## src/rtl/multi_cycle_ctrl.sv

```systemverilog
// -----------------------------------------------------------------------------
// multi_cycle_ctrl
// Main control FSM of the multi-cycle CPU31 core. It steps each instruction
// through IF -> ID -> EX -> (MEM) -> (WB) on the shared datapath. It drives
// every datapath write enable and mux select. It also bounds memory
// wait-states with a timeout and flags illegal class encodings.
//
// Ports
//   clk, rst_n          : clock (rising edge), asynchronous active-low reset
//   run                 : allows new instruction fetches
//   imem_req/imem_ready : instruction fetch handshake
//   ir_we               : IR load strobe
//   cls_*               : OR-reduced decoder class flags (sampled in ID)
//   br_cond             : branch compare result (sampled in EX)
//   dmem_req/dmem_we/dmem_ready : data memory handshake
//   rf_we, wb_sel       : register-file write enable / writeback source
//   pc_we, pc_sel       : PC write enable / next-PC source
//   state               : current FSM state encoding
//   illegal, mem_err    : one-cycle error pulses
//   retired             : retired-instruction counter (wraps)
// -----------------------------------------------------------------------------
module multi_cycle_ctrl #(
   parameter int MEM_TIMEOUT = 16,
   parameter int CNT_W       = 32
) (
   input  logic             clk,
   input  logic             rst_n,
   input  logic             run,
   output logic             imem_req,
   input  logic             imem_ready,
   output logic             ir_we,
   input  logic             cls_alu_r,
   input  logic             cls_alu_i,
   input  logic             cls_ld,
   input  logic             cls_st,
   input  logic             cls_br,
   input  logic             cls_j,
   input  logic             cls_jal,
   input  logic             cls_jr,
   input  logic             br_cond,
   output logic             dmem_req,
   output logic             dmem_we,
   input  logic             dmem_ready,
   output logic             rf_we,
   output logic [1:0]       wb_sel,
   output logic             pc_we,
   output logic [1:0]       pc_sel,
   output logic [2:0]       state,
   output logic             illegal,
   output logic             mem_err,
   output logic [CNT_W-1:0] retired
);

   typedef enum logic [2:0] {
      S_IF   = 3'd0,
      S_ID   = 3'd1,
      S_EX   = 3'd2,
      S_MEM  = 3'd3,
      S_WB   = 3'd4,
      S_HALT = 3'd5
   } state_t;

   // Class vector bit positions
   localparam int C_ALU_R = 0;
   localparam int C_ALU_I = 1;
   localparam int C_LD    = 2;
   localparam int C_ST    = 3;
   localparam int C_BR    = 4;
   localparam int C_J     = 5;
   localparam int C_JAL   = 6;
   localparam int C_JR    = 7;

   // Wait-count value of the last cycle a request may still be answered
   localparam logic [7:0] LP_WAIT_LAST = 8'(MEM_TIMEOUT - 1);

   state_t           r_state;
   logic [7:0]       r_wait_cnt;
   logic [7:0]       r_cls;
   logic [CNT_W-1:0] r_retired;

   state_t           w_next_state;
   logic             w_retire;
   logic             w_cnt_inc;
   logic [7:0]       w_cls;
   logic             w_cls_onehot;
   logic             w_wait_last;

   assign w_cls = {cls_jr, cls_jal, cls_j, cls_br, cls_st, cls_ld, cls_alu_i, cls_alu_r};
   assign w_cls_onehot = (w_cls != 8'd0) && ((w_cls & (w_cls - 8'd1)) == 8'd0);
   assign w_wait_last  = (r_wait_cnt == LP_WAIT_LAST);

   assign state   = r_state;
   assign retired = r_retired;

   // Next-state, strobe and select decode from state, latched class and handshakes
   always_comb begin
      w_next_state = r_state;
      w_retire     = 1'b0;
      w_cnt_inc    = 1'b0;
      imem_req     = 1'b0;
      ir_we        = 1'b0;
      dmem_req     = 1'b0;
      dmem_we      = 1'b0;
      rf_we        = 1'b0;
      wb_sel       = 2'b00;
      pc_we        = 1'b0;
      pc_sel       = 2'b00;
      illegal      = 1'b0;
      mem_err      = 1'b0;
      case (r_state)
         S_IF: begin
            // rst_n gating keeps the fetch request low while reset is held
            if (run && rst_n) begin
               imem_req = 1'b1;
               if (imem_ready) begin
                  ir_we        = 1'b1;
                  w_next_state = S_ID;
               end else if (w_wait_last) begin
                  mem_err      = 1'b1;
                  w_next_state = S_HALT;
               end else begin
                  w_cnt_inc = 1'b1;
               end
            end else begin
               w_next_state = S_IF;
            end
         end
         S_ID: begin
            if (w_cls_onehot) begin
               w_next_state = S_EX;
            end else begin
               illegal      = 1'b1;
               pc_we        = 1'b1;
               w_next_state = S_IF;
            end
         end
         S_EX: begin
            if (r_cls[C_ALU_R] || r_cls[C_ALU_I]) begin
               w_next_state = S_WB;
            end else if (r_cls[C_LD] || r_cls[C_ST]) begin
               w_next_state = S_MEM;
            end else if (r_cls[C_BR]) begin
               pc_we        = 1'b1;
               pc_sel       = br_cond ? 2'b01 : 2'b00;
               w_retire     = 1'b1;
               w_next_state = S_IF;
            end else if (r_cls[C_J]) begin
               pc_we        = 1'b1;
               pc_sel       = 2'b10;
               w_retire     = 1'b1;
               w_next_state = S_IF;
            end else if (r_cls[C_JAL]) begin
               pc_we        = 1'b1;
               pc_sel       = 2'b10;
               rf_we        = 1'b1;
               wb_sel       = 2'b10;
               w_retire     = 1'b1;
               w_next_state = S_IF;
            end else if (r_cls[C_JR]) begin
               pc_we        = 1'b1;
               pc_sel       = 2'b11;
               w_retire     = 1'b1;
               w_next_state = S_IF;
            end else begin
               // Unreachable: ID only enters EX with a one-hot class
               w_next_state = S_IF;
            end
         end
         S_MEM: begin
            dmem_req = 1'b1;
            dmem_we  = r_cls[C_ST];
            if (dmem_ready) begin
               if (r_cls[C_ST]) begin
                  pc_we        = 1'b1;
                  w_retire     = 1'b1;
                  w_next_state = S_IF;
               end else begin
                  w_next_state = S_WB;
               end
            end else if (w_wait_last) begin
               mem_err      = 1'b1;
               w_next_state = S_HALT;
            end else begin
               w_cnt_inc = 1'b1;
            end
         end
         S_WB: begin
            rf_we        = 1'b1;
            wb_sel       = r_cls[C_LD] ? 2'b01 : 2'b00;
            pc_we        = 1'b1;
            w_retire     = 1'b1;
            w_next_state = S_IF;
         end
         S_HALT: begin
            w_next_state = S_HALT;
         end
         default: begin
            w_next_state = S_IF;
         end
      endcase
   end

   // State, wait counter, class latch and retire counter registers
   always_ff @(posedge clk or negedge rst_n) begin
      if (!rst_n) begin
         r_state    <= S_IF;
         r_wait_cnt <= 8'd0;
         r_cls      <= 8'd0;
         r_retired  <= '0;
      end else begin
         r_state <= w_next_state;
         // w_cnt_inc is only set while staying put, so any state change clears
         r_wait_cnt <= w_cnt_inc ? (r_wait_cnt + 8'd1) : 8'd0;
         if (r_state == S_ID) begin
            r_cls <= w_cls;
         end else begin
            r_cls <= r_cls;
         end
         if (w_retire) begin
            r_retired <= r_retired + {{(CNT_W-1){1'b0}}, 1'b1};
         end else begin
            r_retired <= r_retired;
         end
      end
   end

endmodule

```

## config.mk

```make
export PLATFORM = sky130hd
export DESIGN_NAME = multi_cycle_ctrl
export DESIGN_NICKNAME = d
export VERILOG_FILES = /design/src/rtl/multi_cycle_ctrl.sv
export SDC_FILE = /design/constraint.sdc
export NUM_CORES = 1
export LEC_CHECK = 0
export CORE_AREA = 2 2 75 77
export DETAILED_ROUTE_END_ITERATION = 10
export DIE_AREA = 0 0 77 79
export PLACE_DENSITY = 0.8
export SYNTH_ARGS = -nofsm -noshare
export SYNTH_HDL_FRONTEND = slang
export SYNTH_SLANG_ARGS = --single-unit
```

## constraint.sdc

```tcl
create_clock -name clk -period 3.8 [get_ports clk]
set_input_delay 0.57 -clock clk [delete_from_list [all_inputs] [get_ports clk]]
set_output_delay 0.57 -clock clk [all_outputs]
set_load 0.01 [all_outputs]
```

==> out/metrics.yaml <==
outcome:
  status: "completed"
floorplanning:
  die_h_um: 79
  rows: 27
  die_x_um: 77
  die_area_mm2: 0.00608
  io_pins: 61
  initial_core_util: 0.483
  core_mm2: 0.00534
drt:
  drt_iter0_drc: 95
  drt.antenna.violating_nets: 0
  wl_um: 5480
  drt_pass1_iterations: 4
  wire_per_inst_um: 14.5
  via_per_inst: 5.33
  drc: 0
  route.vias.total: 2011
clocking:
  clock-root-buffer: "clkbuf_8"
  cts_resized: 0
  clock-sinks: 51
  cts_buffer_depth: 2
  cts_tree: "built"
  clk_latency_ps: 310
  post_cts_buffers: 0
  ctsHoldBuffers: 0
  htreeDepth: 2
  cts_made_buffers: 5
  clk_transition_reported_paths_ps: 80
logic_synthesis:
  yosys.area_share.xor_xnor: 0.126
  yosys-top-cells-area: "dfrtp_1, xnor2_1, xor2_1"
  syn_nets: 254
  synth_warnings: 0
  yosysSeqAreaShare: 0.495
  synth_flop_cell: "dfrtp_1"
  synth_top_area_frac: 0.495
  syn-mean-instance-area_um2: 10.8
  yosysTopAreaCell: "dfrtp_1"
  synthDistinctLibCells: 44
  syn_inst: 238
  ys_async_sr_fraction: 1.00
  ys_ff_latch: 51
  synth_top_family_by_area: "simple AND/OR/NAND/NOR gates"
  synthMuxAreaShare: 0.0350
  netlist_area_mm2: 0.00258
  synth_edf_count: 0
  synthAdderAreaFrac: 0.00971
  synth-compound-area-share: 0.0621
  synthSimpleGateAreaFrac: 0.263
power:
  worst_ir_drop_vdd_v: 0.000255
  leakage_nw: 1.36
  cellPowerDensity_mw_per_mm2: 337
global_routing:
  grt_first_pass_wirelength_um: 9230
  overflow: 0
  grtUsageTotal: 0.190
  grt_max_degree: 52
  grt_pass1_vias: 2001
  antenna_found_initial: 0
timing:
  fin_crit_ps: 3440
  hold_viol_final: 0
  timing.fmax_mhz: 290
  whs_ps: 398
  finalCritPeriodShare: 0.906
  rsz0062_at_grt: "no"
  timing.final.ws_setup_ps: 357
  finalMaxSlewViolations: 0
  tightestPinTransition_ps: 992
  setup_tns_ps: 0
  slew_headroom: 0.332
  finClkSkew_ps: 14.2
  setup_viol: 0
layout:
  finalNetCount: 320
  fillCellCount: 470
  syn_to_final_growth_pct: 30.5
  final_layout_size_suffix_gt1_frac: 0.111
  antenna_cells: 0
critical_path:
  cp_max_fo: 5
  cpMostUsedCell: "clkdlybuf4s50_1"
  critPathLaunchType: "input port"
  crit_chain: "clkdlybuf4s50_1, nor4_1, nor3_1, nor3b_1, nand2b_1, clkdlybuf4s50_1"
  critical_path_buf_inv_count: 2
  cp-end-kind: "primary output"
  arrival_ps: 2870
  cp.required_ps: 3230
  worstSetupPathType: "in -> out"
  crit_family: "simple AND/OR/NAND/NOR gates"
  slowest_stage: "nor4_1"
  slowest_delay_ps: 670
hold_path:
  hold_path_class: "in -> async"
flow_run:
  drv_cap: 0
place:
  gp_congestion: 0.775
  pre_cts_ws_ps: 448
  dpl.hpwl_um: 3990
  port_buffers: 60
==> final cells by class <==
cell class	instances	area [um^2]	share of cell area
multi-input cells	181	1280	0.379
flip-flops and latches	51	1280	0.379
inverters	3	11.3	0.00335
clock inverters	2	16.3	0.00484
repair buffers	62	611	0.182
well taps	72	90.1	0.0268
clock buffers	6	82.6	0.0246
==> layout by cell type, fill, tap and decap left out, types with 2 or more instances in the layout <==
master,instances
clkdlybuf4s50_1,59
dfrtp_1,51
nor2_1,26
nand2_1,22
xnor2_1,22
xor2_1,15
and3_1,12
nand4_1,10
nand3_1,10
mux2_2,8
clkbuf_8,6
nand4b_1,5
a21oi_1,5
nor4_1,4
nor3_1,4
inv_1,3
nand2b_1,3
nor3_2,3
a211oi_1,2
nor4b_1,2
nand3b_1,2
a211oi_4,2
and4_1,2
ha_1,2
buf_4,2
==> kinds of logic after synthesis <==
logic type | after synthesis
AO/OA/AOI/OAI | 17
XOR/XNOR | 37
adder cells (fa/ha/maj) | 2
buffers and inverters | 6
flip-flops | 51
multiplexers | 8
AND/OR/NAND/NOR | 117
==> sequential cells by signal, indices dropped and copies added (netlist names) <==
| signal | count |
|---|---|
| r_cls | 8 |
| retired | 32 |
| state | 3 |
| r_wait_cnt | 8 |
==> cell usage after synthesis, types with 2 or more instances <==
cell	n
xor2_1	15
nand3b_1	2
and4_1	2
inv_1	3
nor3_2	3
a21oi_1	5
nand4b_1	5
a211oi_1	2
ha_1	2
nor3_1	4
dfrtp_1	51
nor4_1	4
nand2b_1	3
nor2_1	26
buf_2	2
nor4b_1	2
a211oi_4	2
mux2_2	8
nand4_1	10
nand3_1	10
nand2_1	22
and3_1	12
xnor2_1	22
==> worst paths after layout <==
kind / endpoint / from / slack, ps / depth (start not counted)
setup / recovery: pc_we / cls_st / 360 / 6
hold / removal: state[2] / rst_n / 400 / 2
setup reg to reg: retired[26] / retired[6] / 1690 / 5
hold reg to reg: r_wait_cnt[0] / r_wait_cnt[0] / 460 / 1
max in group asynchronous: r_wait_cnt[2] / rst_n / 2960 / 2
min in group clk: r_wait_cnt[0] / r_wait_cnt[0] / 460 / 1
==> power breakdown <==
group          switching [mW]  total [mW]  leakage [nW]  internal, mW
clock                   0.179       0.328        0.0474         0.149
combinational          0.0792       0.171         0.662        0.0915
sequential             0.0518       0.636         0.648         0.584
==> stage by stage <==
step           total power [mW]  utilization  instance area (um^2)  cells
2_1_floorplan             0.723            -                  2580    238
3_3_place_gp              0.808        0.612                  3260    369
3_5_place_dp              0.815        0.612                  3260    369
4_1_cts                    1.14        0.630                  3360    377
5_1_grt                    1.19        0.630                  3360    377
6_report                   1.13        0.630                  3360    377
==> routing by layer <==
layer	share of wire	vias to the layer above	GRT usage	wire length, um
li1	-	982	-	-
met1	0.47	983	0.239	2590
met2	0.49	37	0.333	2670
met3	0.024	9	0.0295	130
met4	0.017	0	0.0679	91
met5	0	-	0	0
(Power assumes the default switching activity.)
